## src/rtl/pixel_reorder_combinator.sv

```systemverilog
// pixel_reorder_combinator: walks the frame in raster order, pops matching queue heads and streams pixels in order
// Ports:
//   clk, reset (async, active-low)
//   start                      : begin a frame at (0,0); only honoured in IDLE or DONE
//   q_en_i/q_colour_i/q_xpixel_i/q_ypixel_i : packed per-queue head valid, colour and coordinates
//   xpixel_check/ypixel_check  : expected coordinate broadcast to every queue
//   q_pop_o                    : one-hot pop of the matched queue head
//   pix_colour_o/pix_valid_o/pix_ready_i/pix_sof_o/pix_eol_o : in-order pixel stream
//   busy, frame_done, lost_err : status; lost_err is sticky until reset or start
module pixel_reorder_combinator #(
  parameter int DATA_WIDTH = 32,
  parameter int RBG_SIZE = 24,
  parameter int NUM_QUEUES = 4,
  parameter int X_SIZE = 640,
  parameter int Y_SIZE = 480,
  parameter int TIMEOUT_CYCLES = 1024,
  parameter logic [RBG_SIZE-1:0] FILL_COLOUR = '0
) (
  input  logic                             clk,
  input  logic                             reset,
  input  logic                             start,
  input  logic [NUM_QUEUES-1:0]            q_en_i,
  input  logic [NUM_QUEUES*RBG_SIZE-1:0]   q_colour_i,
  input  logic [NUM_QUEUES*DATA_WIDTH-1:0] q_xpixel_i,
  input  logic [NUM_QUEUES*DATA_WIDTH-1:0] q_ypixel_i,
  output logic [DATA_WIDTH-1:0]            xpixel_check,
  output logic [DATA_WIDTH-1:0]            ypixel_check,
  output logic [NUM_QUEUES-1:0]            q_pop_o,
  output logic [RBG_SIZE-1:0]              pix_colour_o,
  output logic                             pix_valid_o,
  input  logic                             pix_ready_i,
  output logic                             pix_sof_o,
  output logic                             pix_eol_o,
  output logic                             busy,
  output logic                             frame_done,
  output logic                             lost_err
);
  localparam int CW = $clog2(TIMEOUT_CYCLES) + 1;
  localparam logic [CW-1:0] T_LAST = CW'(TIMEOUT_CYCLES - 1);
  localparam logic [DATA_WIDTH-1:0] X_LAST = DATA_WIDTH'(X_SIZE - 1);
  localparam logic [DATA_WIDTH-1:0] Y_LAST = DATA_WIDTH'(Y_SIZE - 1);

  typedef enum logic [1:0] {IDLE, SEARCH, EMIT, DONE} state_t;

  state_t                r_state, w_next;
  logic [CW-1:0]         r_cnt;
  logic [NUM_QUEUES-1:0] w_match, w_pop;
  logic [RBG_SIZE-1:0]   w_colour;
  logic                  w_hit, w_timeout, w_start, w_accept, w_last, w_load;

  genvar g;
  generate
    for (g = 0; g < NUM_QUEUES; g++) begin : g_match
      assign w_match[g] = q_en_i[g] &&
                          q_xpixel_i[g*DATA_WIDTH +: DATA_WIDTH] == xpixel_check &&
                          q_ypixel_i[g*DATA_WIDTH +: DATA_WIDTH] == ypixel_check;
    end
  endgenerate

  // Walk downwards so the lowest matching index is the one left standing.
  always_comb begin
    w_pop = '0;
    w_colour = '0;
    for (int i = NUM_QUEUES - 1; i >= 0; i--) begin
      if (w_match[i]) begin
        w_pop = '0;
        w_pop[i] = 1'b1;
        w_colour = q_colour_i[i*RBG_SIZE +: RBG_SIZE];
      end
    end
  end

  assign w_hit = |w_match;
  assign w_start = start && (r_state == IDLE || r_state == DONE);
  assign w_accept = r_state == EMIT && pix_ready_i;
  assign w_last = xpixel_check == X_LAST && ypixel_check == Y_LAST;
  assign w_timeout = r_state == SEARCH && !w_hit && r_cnt == T_LAST;
  assign w_load = r_state == SEARCH && (w_hit || w_timeout);

  always_ff @(posedge clk or negedge reset)
    if (!reset) r_state <= IDLE;
    else r_state <= w_next;

  always_comb begin
    w_next = w_start ? SEARCH :
             w_load ? EMIT :
             w_accept ? (w_last ? DONE : SEARCH) : r_state;
  end

  always_comb begin
    q_pop_o = r_state == SEARCH ? w_pop : '0;
    pix_valid_o = r_state == EMIT;
    busy = r_state == SEARCH || r_state == EMIT;
    frame_done = w_accept && w_last;
  end

  always_ff @(posedge clk or negedge reset)
    if (!reset) begin
      xpixel_check <= '0;
      ypixel_check <= '0;
      r_cnt <= '0;
      lost_err <= 1'b0;
      pix_colour_o <= '0;
      pix_sof_o <= 1'b0;
      pix_eol_o <= 1'b0;
    end else begin
      if (w_start) begin
        xpixel_check <= '0;
        ypixel_check <= '0;
        r_cnt <= '0;
        lost_err <= 1'b0;
      end else if (w_accept && !w_last) begin
        xpixel_check <= xpixel_check == X_LAST ? '0 : xpixel_check + 1'b1;
        ypixel_check <= xpixel_check == X_LAST ? ypixel_check + 1'b1 : ypixel_check;
        r_cnt <= '0;
      end else if (r_state == SEARCH && !w_load) begin
        r_cnt <= r_cnt + 1'b1;
      end
      if (w_timeout) lost_err <= 1'b1;
      // sof/eol are captured with the colour so they stay put during backpressure
      if (w_load) begin
        pix_colour_o <= w_hit ? w_colour : FILL_COLOUR;
        pix_sof_o <= xpixel_check == '0 && ypixel_check == '0;
        pix_eol_o <= xpixel_check == X_LAST;
      end
    end
endmodule

```

## config.mk

```make
export PLATFORM = sky130hd
export DESIGN_NAME = pixel_reorder_combinator
export DESIGN_NICKNAME = d
export VERILOG_FILES = /design/src/rtl/pixel_reorder_combinator.sv
export SDC_FILE = /design/constraint.sdc
export NUM_CORES = 1
export LEC_CHECK = 0
export CORE_AREA = 2 2 179 181
export CTS_CLUSTER_DIAMETER = 200
export DETAILED_ROUTE_END_ITERATION = 7
export DIE_AREA = 0 0 181 183
export PLACE_DENSITY = 0.63
export SYNTH_ARGS = -nofsm -noshare
export SYNTH_HDL_FRONTEND = slang
export SYNTH_SLANG_ARGS = --single-unit
```

## constraint.sdc

```tcl
create_clock -name clk -period 4.8 [get_ports clk]
set_clock_uncertainty 0.15 [all_clocks]
set_input_delay 0.96 -clock clk [delete_from_list [all_inputs] [get_ports clk]]
set_output_delay 0.96 -clock clk [all_outputs]
set_load 0.1 [all_outputs]
```

==> results.json, run 1 <==
{
  "status": "completed",
  "nNetsFinal": 1913,
  "vias": 10700,
  "coreArea_mm2": 0.0312,
  "cts_root_buf": "clkbuf_16",
  "synth-xor-area-share_pct": 25.7,
  "synth-edff-count": 0,
  "grt_pass1_wl_mm": 73.5,
  "slowest_stage": "or4_1",
  "cts_resized": 0,
  "chipWidth_um": 181,
  "rows": 65,
  "holdWs_ns": 0.363,
  "synthFlopType": "dfrtp_1",
  "synth-simple-area-share_pct": 23.7,
  "synth_mux_area_share_pct": 1.23,
  "cp_slowest_stage_delay_ns": 0.51,
  "dr.pass1.iters": 6,
  "worstHoldPathCells": 1,
  "critPathKind": "in2out",
  "clk_pin_slew_worst_paths_ns": 0.07,
  "gp_congestion": 0.972,
  "relSlewSlack_pct": 29.5,
  "fp.dieArea_mm2": 0.0331,
  "grt_max_degree": 45,
  "grtUsageTotal_pct": 30.5,
  "placed_cell_area_mm2": 0.0144,
  "p_leak_nw": 6.12,
  "synth_top_family_by_area": "XOR/XNOR gates",
  "arrival_ns": 3.58,
  "cts_buffers": 9,
  "rsz0062_at_grt": "no",
  "cts_tree": "built",
  "critPathCaptureType": "output pin",
  "tightest_slew_ns": 1.05,
  "period_share_pct": 97.8,
  "avgSynthCellArea_um2": 8.29,
  "die_h_um": 183,
  "hold_viol": 0,
  "synthAdderAreaFrac_pct": 0.960,
  "layoutNonFillerInstCount": 1961,
  "drc": 0,
  "synth_sequential_area_ratio_pct": 28.5,
  "crit_required_ns": 3.69,
  "powerDensity_mw_per_mm2": 183,
  "ys_top_cells_by_area": "dfrtp_1, xor2_1, xnor2_1",
  "n_fill_cell": 3077,
  "synth_cell_type_count": 66,
  "syn_inst": 1100,
  "critical_path_peak_fanout": 3,
  "io_pins": 458,
  "cts_max_path_buffers": 2,
  "drive_above_1_share_pct": 7.80,
  "hpwl_mm": 42.8,
  "synth_compound_area_share_pct": 12.6,
  "min_period_ns": 4.69,
  "htreeDepth": 3,
  "routed_wl_mm": 51.8,
  "stdcell_area_mm2": 0.0148,
  "cp-start-kind": "input port",
  "maxCapViolCount": 0,
  "drt_iter0_drc": 993,
  "hp-class": "reg2reg",
  "dp_cells": 1937,
  "async_flop_share_pct": 100,
  "ff2ff_path_depth": 10,
  "grt_pass1_vias": 10800,
  "drtAntennaViolNets": 0,
  "cts_sinks": 104,
  "yosys.area.top_type": "dfrtp_1",
  "syn_to_final_growth_pct": 62.1,
  "vdd_drop_max_v": 0.000180,
  "setup_viol": 0,
  "synth.cell_area_mm2": 0.00912,
  "utilization_pct": 47.3,
  "insertion_delay_ns": 0.36,
  "drt-wirelength-per-cell_um": 26.4,
  "synth_top_area_share_pct": 28.5,
  "crit_chain": "clkdlybuf4s50_1, nor2b_1, a2111o_1, or4_1, or4_4, or2_1, nor2_4, buf_12",
  "portBuffers": 457,
  "ys_warn_count": 0,
  "vias_per_cell": 5.46,
  "antenna_found_initial": 8,
  "synth_seq_cells": 104,
  "grt-ovfl-total": 0,
  "slew_violations": 0,
  "initial_core_util_pct": 29.2,
  "fmax_mhz": 213,
  "synth_fp_nets": 1467
}
[where the power goes]
group	internal, mW	leakage (nW)	switching [mW]
Combinational	0.430	4.56	0.401
Clock	0.527	0.170	0.367
Sequential	0.910	1.39	0.0759
[what timing repair did]
item | 4_1_cts | 5_1_grt
hold buffers | 0 | 0
setup buffers | 0 | 0
setup endpoints to repair | 0 | 3
[state kept, by name, indices dropped and copies added, names as in the netlist]
register,cells
lost_err,1
pix_colour_o,24
pix_eol_o,1
pix_sof_o,1
r_cnt,11
r_state,2
xpixel_check,32
ypixel_check,32
[routing by layer]
metal / GRT usage, % / share of wire [%] / routed length (µm) / vias to the layer above
li1: - / - / - / 4762
met1: 33.7 / 37 / 18900 / 5156
met2: 54.2 / 49 / 25300 / 662
met3: 7.90 / 9.2 / 4780 / 129
met4: 15.6 / 5.4 / 2820 / 2
met5: 0 / 0.025 / 13 / -
[worst max-delay path, delay by kind of cell]
kind,cells,cell delay (ns)
buffers and inverters,2,0.65
AOI/OAI and AO/OA,1,0.39
and+or+nand+nor,5,1.58
[final timing paths]
| check | start | end | slack, ns |
|---|---|---|---|
| worst max-delay path | q_xpixel_i[15] | q_pop_o[0] | 0.11 |
| worst min-delay path | pix_sof_o | pix_sof_o | 0.36 |
| worst max register to register | ypixel_check[1] | pix_colour_o[3] | 0.99 |
| worst min register to register | pix_sof_o | pix_sof_o | 0.36 |
| max in group asynchronous | reset | ypixel_check[7] | 3.06 |
| min in group asynchronous | reset | pix_colour_o[2] | 0.45 |
[per-stage QoR]
| step | power (mW) | setup WS (ns) | TNS, ns |
|---|---|---|---|
| CTS | 2.72 | 0.0147 | 0 |
| global route | 2.81 | 0.0377 | 0 |
| floorplan | 1.33 | -0.594 | -0.594 |
| detailed placement | 1.83 | 0.0151 | 0 |
| global placement | 1.82 | 0.0289 | 0 |
| finish | 2.71 | 0.107 | 0 |
[cells by family after synthesis]
group	Yosys count
compound gates	155
xor+xnor	268
fa+ha+maj	7
buf+inv	156
flops	104
mux	11
simple gates	399
[layout make-up]
type | instances | area (µm²) | area share, %
Tap cell | 402 | 503 | 3.40
Sequential cell | 104 | 2600 | 17.6
Inverter | 61 | 229 | 1.55
Clock buffer | 11 | 243 | 1.64
Multi-Input combinational cell | 840 | 5900 | 39.9
Antenna cell | 8 | 20.0 | 0.135
Clock inverter | 5 | 104 | 0.702
Timing Repair Buffer | 530 | 5180 | 35.0
[Yosys cell counts, types with 15 or more instances]
library cell and n:
xor2_1 153, xnor2_1 115, dfrtp_1 104, nor2_1 86
clkbuf_1 63, inv_1 59, nand3_1 51, nor4_1 51
nand2_1 50, nand4_1 46, a21oi_1 22, buf_2 20
o22ai_1 20, nor3_1 19, o21ai_0 19, nand3b_1 16
or4_1 15
[cells in the final DEF (no fill, tap or decap), types with 7 or more instances in the layout]
cell / synthesis / routed
nand3b_1: 16 / 16
ha_1: 7 / 7
mux2i_1: 9 / 9
xor2_1: 153 / 153
o31ai_1: 12 / 12
inv_1: 59 / 59
and3_1: 9 / 9
or4_1: 15 / 15
nor2b_1: 10 / 10
o22a_1: 7 / 7
nand2_1: 50 / 50
and4_1: 10 / 10
o21ai_1: 9 / 9
a221oi_1: 12 / 12
and2_1: 7 / 7
o221ai_1: 10 / 10
nor3b_1: 9 / 9
o22ai_1: 20 / 20
xnor2_1: 115 / 115
a21oi_1: 22 / 22
clkdlybuf4s50_1: 0 / 451
nor2_1: 86 / 83
nand3_1: 51 / 51
nor3_1: 19 / 16
o21ai_0: 19 / 19
nand4_1: 46 / 46
dfrtp_1: 104 / 103
buf_4: 7 / 73
clkbuf_16: 0 / 9
o311ai_1: 7 / 7
diode_2: 0 / 8
nor4_1: 51 / 51
No activity file was read; power rests on OpenSTA's default activity.
==> inputs of run 2 (changes only) <==
--- a/config.mk
+++ b/config.mk
@@ -9,6 +9,7 @@
 export CTS_CLUSTER_DIAMETER = 200
 export DETAILED_ROUTE_END_ITERATION = 7
 export DIE_AREA = 0 0 181 183
+export HOLD_SLACK_MARGIN = 0.05
 export PLACE_DENSITY = 0.63
 export SYNTH_ARGS = -nofsm -noshare
 export SYNTH_HDL_FRONTEND = slang
==> results of run 2 <==
The final DEF is identical to that of run 1; final timing and power are the same.
